<file path="config.mk">
export PLATFORM = sky130hd
export DESIGN_NAME = multicycle_ctrl
export DESIGN_NICKNAME = d
export VERILOG_FILES = /design/src/rtl/multicycle_ctrl.sv
export SDC_FILE = /design/constraint.sdc
export NUM_CORES = 1
export LEC_CHECK = 0
export CAP_MARGIN = 20
export CORE_MARGIN = 4
export CORE_UTILIZATION = 54
export CTS_CLUSTER_DIAMETER = 150
export DETAILED_ROUTE_END_ITERATION = 7
export PLACE_DENSITY_LB_ADDON = 0.12
export SYNTH_ARGS = -nofsm -noshare
export SYNTH_HDL_FRONTEND = slang
export SYNTH_SLANG_ARGS = --single-unit
</file>
<file path="constraint.sdc">
create_clock -name clock -period 4.8 [get_ports clock]
set_input_delay 0.72 -clock clock [delete_from_list [all_inputs] [get_ports clock]]
set_output_delay 0.72 -clock clock [all_outputs]
set_load 0.05 [all_outputs]
</file>
<file path="src/rtl/multicycle_ctrl.sv">
// multicycle_ctrl: multi-cycle RV32I control FSM.
// Sequences FETCH -> DECODE -> EXEC -> (MEM) -> WB. It drives the memory
// request strobes, gates register write and PC increment, counts retired
// instructions, and parks in a sticky FAULT state on an illegal opcode or
// on a memory timeout.
//
// Memory handshake: a request (imem_req / dmem_req) is held high for as
// long as the FSM sits in FETCH / MEM. The access completes in the cycle
// where the matching ack is high while the request is high. An ack seen
// when no request is outstanding is ignored. If there is still no ack in
// the cycle where wait_cnt reaches TIMEOUT-1, the FSM goes to FAULT.
module multicycle_ctrl #(
  parameter int TIMEOUT = 15,
  parameter int CNT_W   = 32
) (
  input  logic             clock,
  input  logic             reset,
  input  logic [6:0]       opcode,
  input  logic             imem_ack,
  input  logic             dmem_ack,
  output logic             imem_req,
  output logic             ir_load,
  output logic             dmem_req,
  output logic             dmem_we,
  output logic             regw,
  output logic             wb_sel,
  output logic             incr,
  output logic             fault,
  output logic [CNT_W-1:0] retired,
  output logic [2:0]       dbg_state
);

  localparam logic [6:0] OP_RALU   = 7'b0110011;
  localparam logic [6:0] OP_IALU   = 7'b0010011;
  localparam logic [6:0] OP_ILOAD  = 7'b0000011;
  localparam logic [6:0] OP_SSTORE = 7'b0100011;
  localparam logic [7:0] TO_LAST   = 8'(TIMEOUT - 1);

  typedef enum logic [2:0] {
    S_FETCH  = 3'd0,
    S_DECODE = 3'd1,
    S_EXEC   = 3'd2,
    S_MEM    = 3'd3,
    S_WB     = 3'd4,
    S_FAULT  = 3'd5
  } state_t;

  state_t           state_q, state_d;
  logic [7:0]       wait_q, wait_d;
  logic             is_load_q, is_load_d;
  logic             is_store_q, is_store_d;
  logic [CNT_W-1:0] retired_q, retired_d;

  logic op_alu, op_load, op_store;
  logic imem_req_s, ir_load_s, dmem_req_s, dmem_we_s;
  logic regw_s, wb_sel_s, incr_s, fault_s, retire_s;

  assign op_alu   = (opcode == OP_RALU) || (opcode == OP_IALU);
  assign op_load  = (opcode == OP_ILOAD);
  assign op_store = (opcode == OP_SSTORE);

  // State, wait counter, captured opcode class and retired counter.
  always_ff @(posedge clock or posedge reset) begin
    if (reset) begin
      state_q    <= S_FETCH;
      wait_q     <= 8'd0;
      is_load_q  <= 1'b0;
      is_store_q <= 1'b0;
      retired_q  <= '0;
    end else begin
      state_q    <= state_d;
      wait_q     <= wait_d;
      is_load_q  <= is_load_d;
      is_store_q <= is_store_d;
      retired_q  <= retired_d;
    end
  end

  // Next-state and strobe decode from the registered state and same-cycle acks.
  always_comb begin
    state_d    = state_q;
    wait_d     = wait_q;
    is_load_d  = is_load_q;
    is_store_d = is_store_q;
    imem_req_s = 1'b0;
    ir_load_s  = 1'b0;
    dmem_req_s = 1'b0;
    dmem_we_s  = 1'b0;
    regw_s     = 1'b0;
    wb_sel_s   = 1'b0;
    incr_s     = 1'b0;
    fault_s    = 1'b0;
    retire_s   = 1'b0;
    case (state_q)
      S_FETCH: begin
        imem_req_s = 1'b1;
        if (imem_ack) begin
          ir_load_s = 1'b1;
          state_d   = S_DECODE;
        end else if (wait_q == TO_LAST) begin
          state_d = S_FAULT;
        end else begin
          wait_d = wait_q + 8'd1;
        end
      end
      S_DECODE: begin
        state_d = (op_alu || op_load || op_store) ? S_EXEC : S_FAULT;
      end
      S_EXEC: begin
        // Class is frozen here so the IR may change during MEM/WB.
        is_load_d  = op_load;
        is_store_d = op_store;
        if (op_load || op_store) begin
          state_d = S_MEM;
          wait_d  = 8'd0;
        end else begin
          state_d = S_WB;
        end
      end
      S_MEM: begin
        dmem_req_s = 1'b1;
        dmem_we_s  = is_store_q;
        if (dmem_ack) begin
          if (is_store_q) begin
            incr_s   = 1'b1;
            retire_s = 1'b1;
            state_d  = S_FETCH;
            wait_d   = 8'd0;
          end else begin
            state_d = S_WB;
          end
        end else if (wait_q == TO_LAST) begin
          state_d = S_FAULT;
        end else begin
          wait_d = wait_q + 8'd1;
        end
      end
      S_WB: begin
        regw_s   = 1'b1;
        incr_s   = 1'b1;
        wb_sel_s = is_load_q;
        retire_s = 1'b1;
        state_d  = S_FETCH;
        wait_d   = 8'd0;
      end
      S_FAULT: begin
        fault_s = 1'b1;
      end
      default: begin
        state_d = S_FAULT;
      end
    endcase
    retired_d = retire_s ? (retired_q + {{(CNT_W-1){1'b0}}, 1'b1}) : retired_q;
  end

  // Reset forces every strobe low, even though the state already reads FETCH.
  assign imem_req  = imem_req_s & ~reset;
  assign ir_load   = ir_load_s  & ~reset;
  assign dmem_req  = dmem_req_s & ~reset;
  assign dmem_we   = dmem_we_s  & ~reset;
  assign regw      = regw_s     & ~reset;
  assign wb_sel    = wb_sel_s   & ~reset;
  assign incr      = incr_s     & ~reset;
  assign fault     = fault_s    & ~reset;
  assign retired   = retired_q;
  assign dbg_state = state_q;

endmodule

</file>
==> out/qor.yml <==
clocking:
  clkLatencyLatePin_ns: 0.29
  cts_sinks: 45
  cts_tree: "yes"
  root_buffer: "clkbuf_8"
  cts-resized-gates: 0
  cts.path.max_buffers: 2
  cts_inserted_buffers: 5
  cts.clk_slew.worst_paths_ns: 0.09
  cts_hold_buf: 0
  h-tree-depth: 2
  cts_setup_buffers: 0
global_routing:
  antenna_found_initial: 0
  grt_use_total_pct: 21.1
  grt-ovfl-total: 0
  grt_pass1_wl_mm: 9.23
  grt_pass1_vias: 1936
  grt_max_degree: 47
worst_setup_path:
  cp-start-kind: "input pin"
  path_class: "in -> out"
  cp-end-kind: "output pin"
  arrival_ns: 2.81
  crit_fanout: 7
  cp.required_ns: 4.08
final_layout:
  layout_commonest_cell: "clkdlybuf4s50_1"
  syn_to_final_growth_pct: 28.7
  nNetsFinal: 313
  regArea_um2: 1130
  drive_above_1_share_pct: 4.33
  layoutNonFillerInstCount: 352
  nFillCells: 353
  insertedDiodeCount: 0
  multiInputGateArea_um2: 1240
  layout_common_cells: "clkdlybuf4s50_1 (53), dfrtp_1 (45), xnor2_1 (22)"
drt:
  routed_wl_mm: 5.49
  ant_nets: 0
  vias_per_cell: 6.06
  drc_errors: 0
  drtPass1Iterations: 5
  wl_per_cell_um: 15.6
  vias: 2132
  drt_first_iter_violations: 175
power_and_ir_drop:
  power_frac_clock_pct: 44.4
  fin_total_pwr_mw: 0.742
  pwr-share-seq_pct: 51.7
  power_switching_mw: 0.142
  power_leakage_nw: 1.20
  p_sw_share_pct: 19.1
  irDropWorstVdd_v: 0.000266
  p_per_area_nw_per_um2: 237
  p_comb_share_pct: 3.9
  internal_power_mw: 0.600
die:
  rows: 24
  fp.dieW_um: 75.2
  boundaryPins: 54
  initial_core_util_pct: 55.9
  die_h_um: 75.2
  dieArea_um2: 5650
  coreArea_um2: 4350
synth:
  syn-num-nets: 261
  ys.flop_type: "dfrtp_1"
  synthCells: 247
  synth_warnings: 0
  ys_types: 46
  synth-seq-area-share_pct: 46.2
  ys_seq_elements: 45
  synth-edff-count: 0
  async_reset_ff_share_pct: 100
  syn_avg_cell_area_um2: 9.86
  netlist_area_um2: 2430
job:
  cap_violations: 0
hold_path:
  hp-class: "reg -> reg"
sta:
  final.setup.worst_slack_ns: 1.27
  hold_viol: 0
  finalSetupTns_ns: 0
  tightest_slew_ns: 0.839
  drv_slew: 0
  setup_viol: 0
  rsz0062_at_grt: "false"
  fmax_mhz: 283
  slew_headroom_pct: 44.0
  skew_ns: 0.0129
  period_minus_slack_ns: 3.53
  fin_crit_sh_pct: 73.5
status:
  status: "finished, final reports clean"
placement:
  port_buffers: 53
  dp_cells: 344
  place_congestion: 0.823
  dp_hpwl_mm: 4.03
  pre_cts_slack_ns: 1.25
-- cells by family after synthesis --
family / share of synthesized area (%)
simple gates: 27.0
buf+inv: 2.67
flops: 46.2
fa+ha+maj: 1.54
mux: 0.874
compound gates: 10.5
xor+xnor: 11.2
-- critical path: stages --
cell and delay (ns):
clkdlybuf4s50_1 0.57, nand2_1 0.09, o21ai_0 0.41, and2_1 0.20, clkdlybuf4s50_1 0.80
-- final cells by class --
| class | instances | share of cell area (%) |
|---|---|---|
| well taps | 52 | 2.08 |
| repair buffers | 54 | 17.2 |
| inverters | 7 | 0.839 |
| clock buffers | 5 | 2.20 |
| flip-flops and latches | 45 | 35.9 |
| multi-input cells | 186 | 39.7 |
| clock inverters | 3 | 2.08 |
-- registers in the layout, indices dropped and copies added (netlist names) --
name	count
is_store_q	1
wait_q	8
retired	32
is_load_q	1
dbg_state	3
-- metrics by stage --
| step | hold WS, ns | utilization (%) | area [µm²] |
|---|---|---|---|
| floorplan | 0.463 | - | 2430 |
| global placement | 0.456 | 68.9 | 3000 |
| detailed placement | 0.482 | 68.9 | 3000 |
| CTS | 0.494 | 72.0 | 3130 |
| global route | 0.509 | 72.0 | 3130 |
| finish | 0.486 | 72.0 | 3130 |
-- per-layer routing --
metal / up-vias / GRT usage (%) / part of all wire (%)
met5: - / 0 / 0
met4: 0 / 6.60 / 1.0
met3: 6 / 4.27 / 4.3
met2: 60 / 32.7 / 48
met1: 1038 / 29.8 / 47
li1: 1028 / - / -
-- power groups by stage --
stage | registers, mW | logic [mW] | clock network, mW
after floorplan | 0.390 | 0.0145 | 0
after global placement | 0.391 | 0.0289 | 0
after detailed placement | 0.391 | 0.0294 | 0
after CTS | 0.383 | 0.0294 | 0.337
after global routing | 0.384 | 0.0324 | 0.354
final | 0.384 | 0.0288 | 0.330
-- cells in the mapped netlist (2+ instances only) --
cell	instances	area share, %
nand4_1	16	4.1
nand3b_1	2	0.62
and3_1	4	1.0
o22a_1	3	1.1
nand2b_1	3	0.77
xor2_1	9	3.2
or2_2	2	0.51
nor2b_1	3	0.77
o211ai_1	3	0.92
or3_1	4	1.0
dfrtp_1	45	46
nand2_1	16	2.5
nor2_1	7	1.1
a21oi_1	2	0.41
ha_1	3	1.5
inv_1	7	1.1
or4_1	5	1.5
nand3_1	19	3.9
a32oi_1	2	0.72
and2_1	8	2.1
a22oi_1	4	1.2
o22ai_1	3	0.77
clkbuf_1	5	0.77
nor4_1	7	1.8
buf_2	4	0.82
xnor2_1	22	7.9
and4_1	6	2.2
o21ai_0	9	1.8
nor3_1	7	1.4
-- worst paths after layout --
| path | slack (ns) | end | cells after the start | startpoint |
|---|---|---|---|---|
| worst max-delay path | 1.27 | incr | 5 | dmem_ack |
| worst min-delay path | 0.49 | retired[31] | 1 | retired[31] |
| worst max register to register | 2.50 | retired[14] | 4 | dbg_state[0] |
| worst min register to register | 0.49 | retired[31] | 1 | retired[31] |
| max in group asynchronous | 3.44 | wait_q[6] | 3 | reset |
| min in group asynchronous | 0.97 | retired[30] | 3 | reset |
No activity file was read; power rests on OpenSTA's default activity.
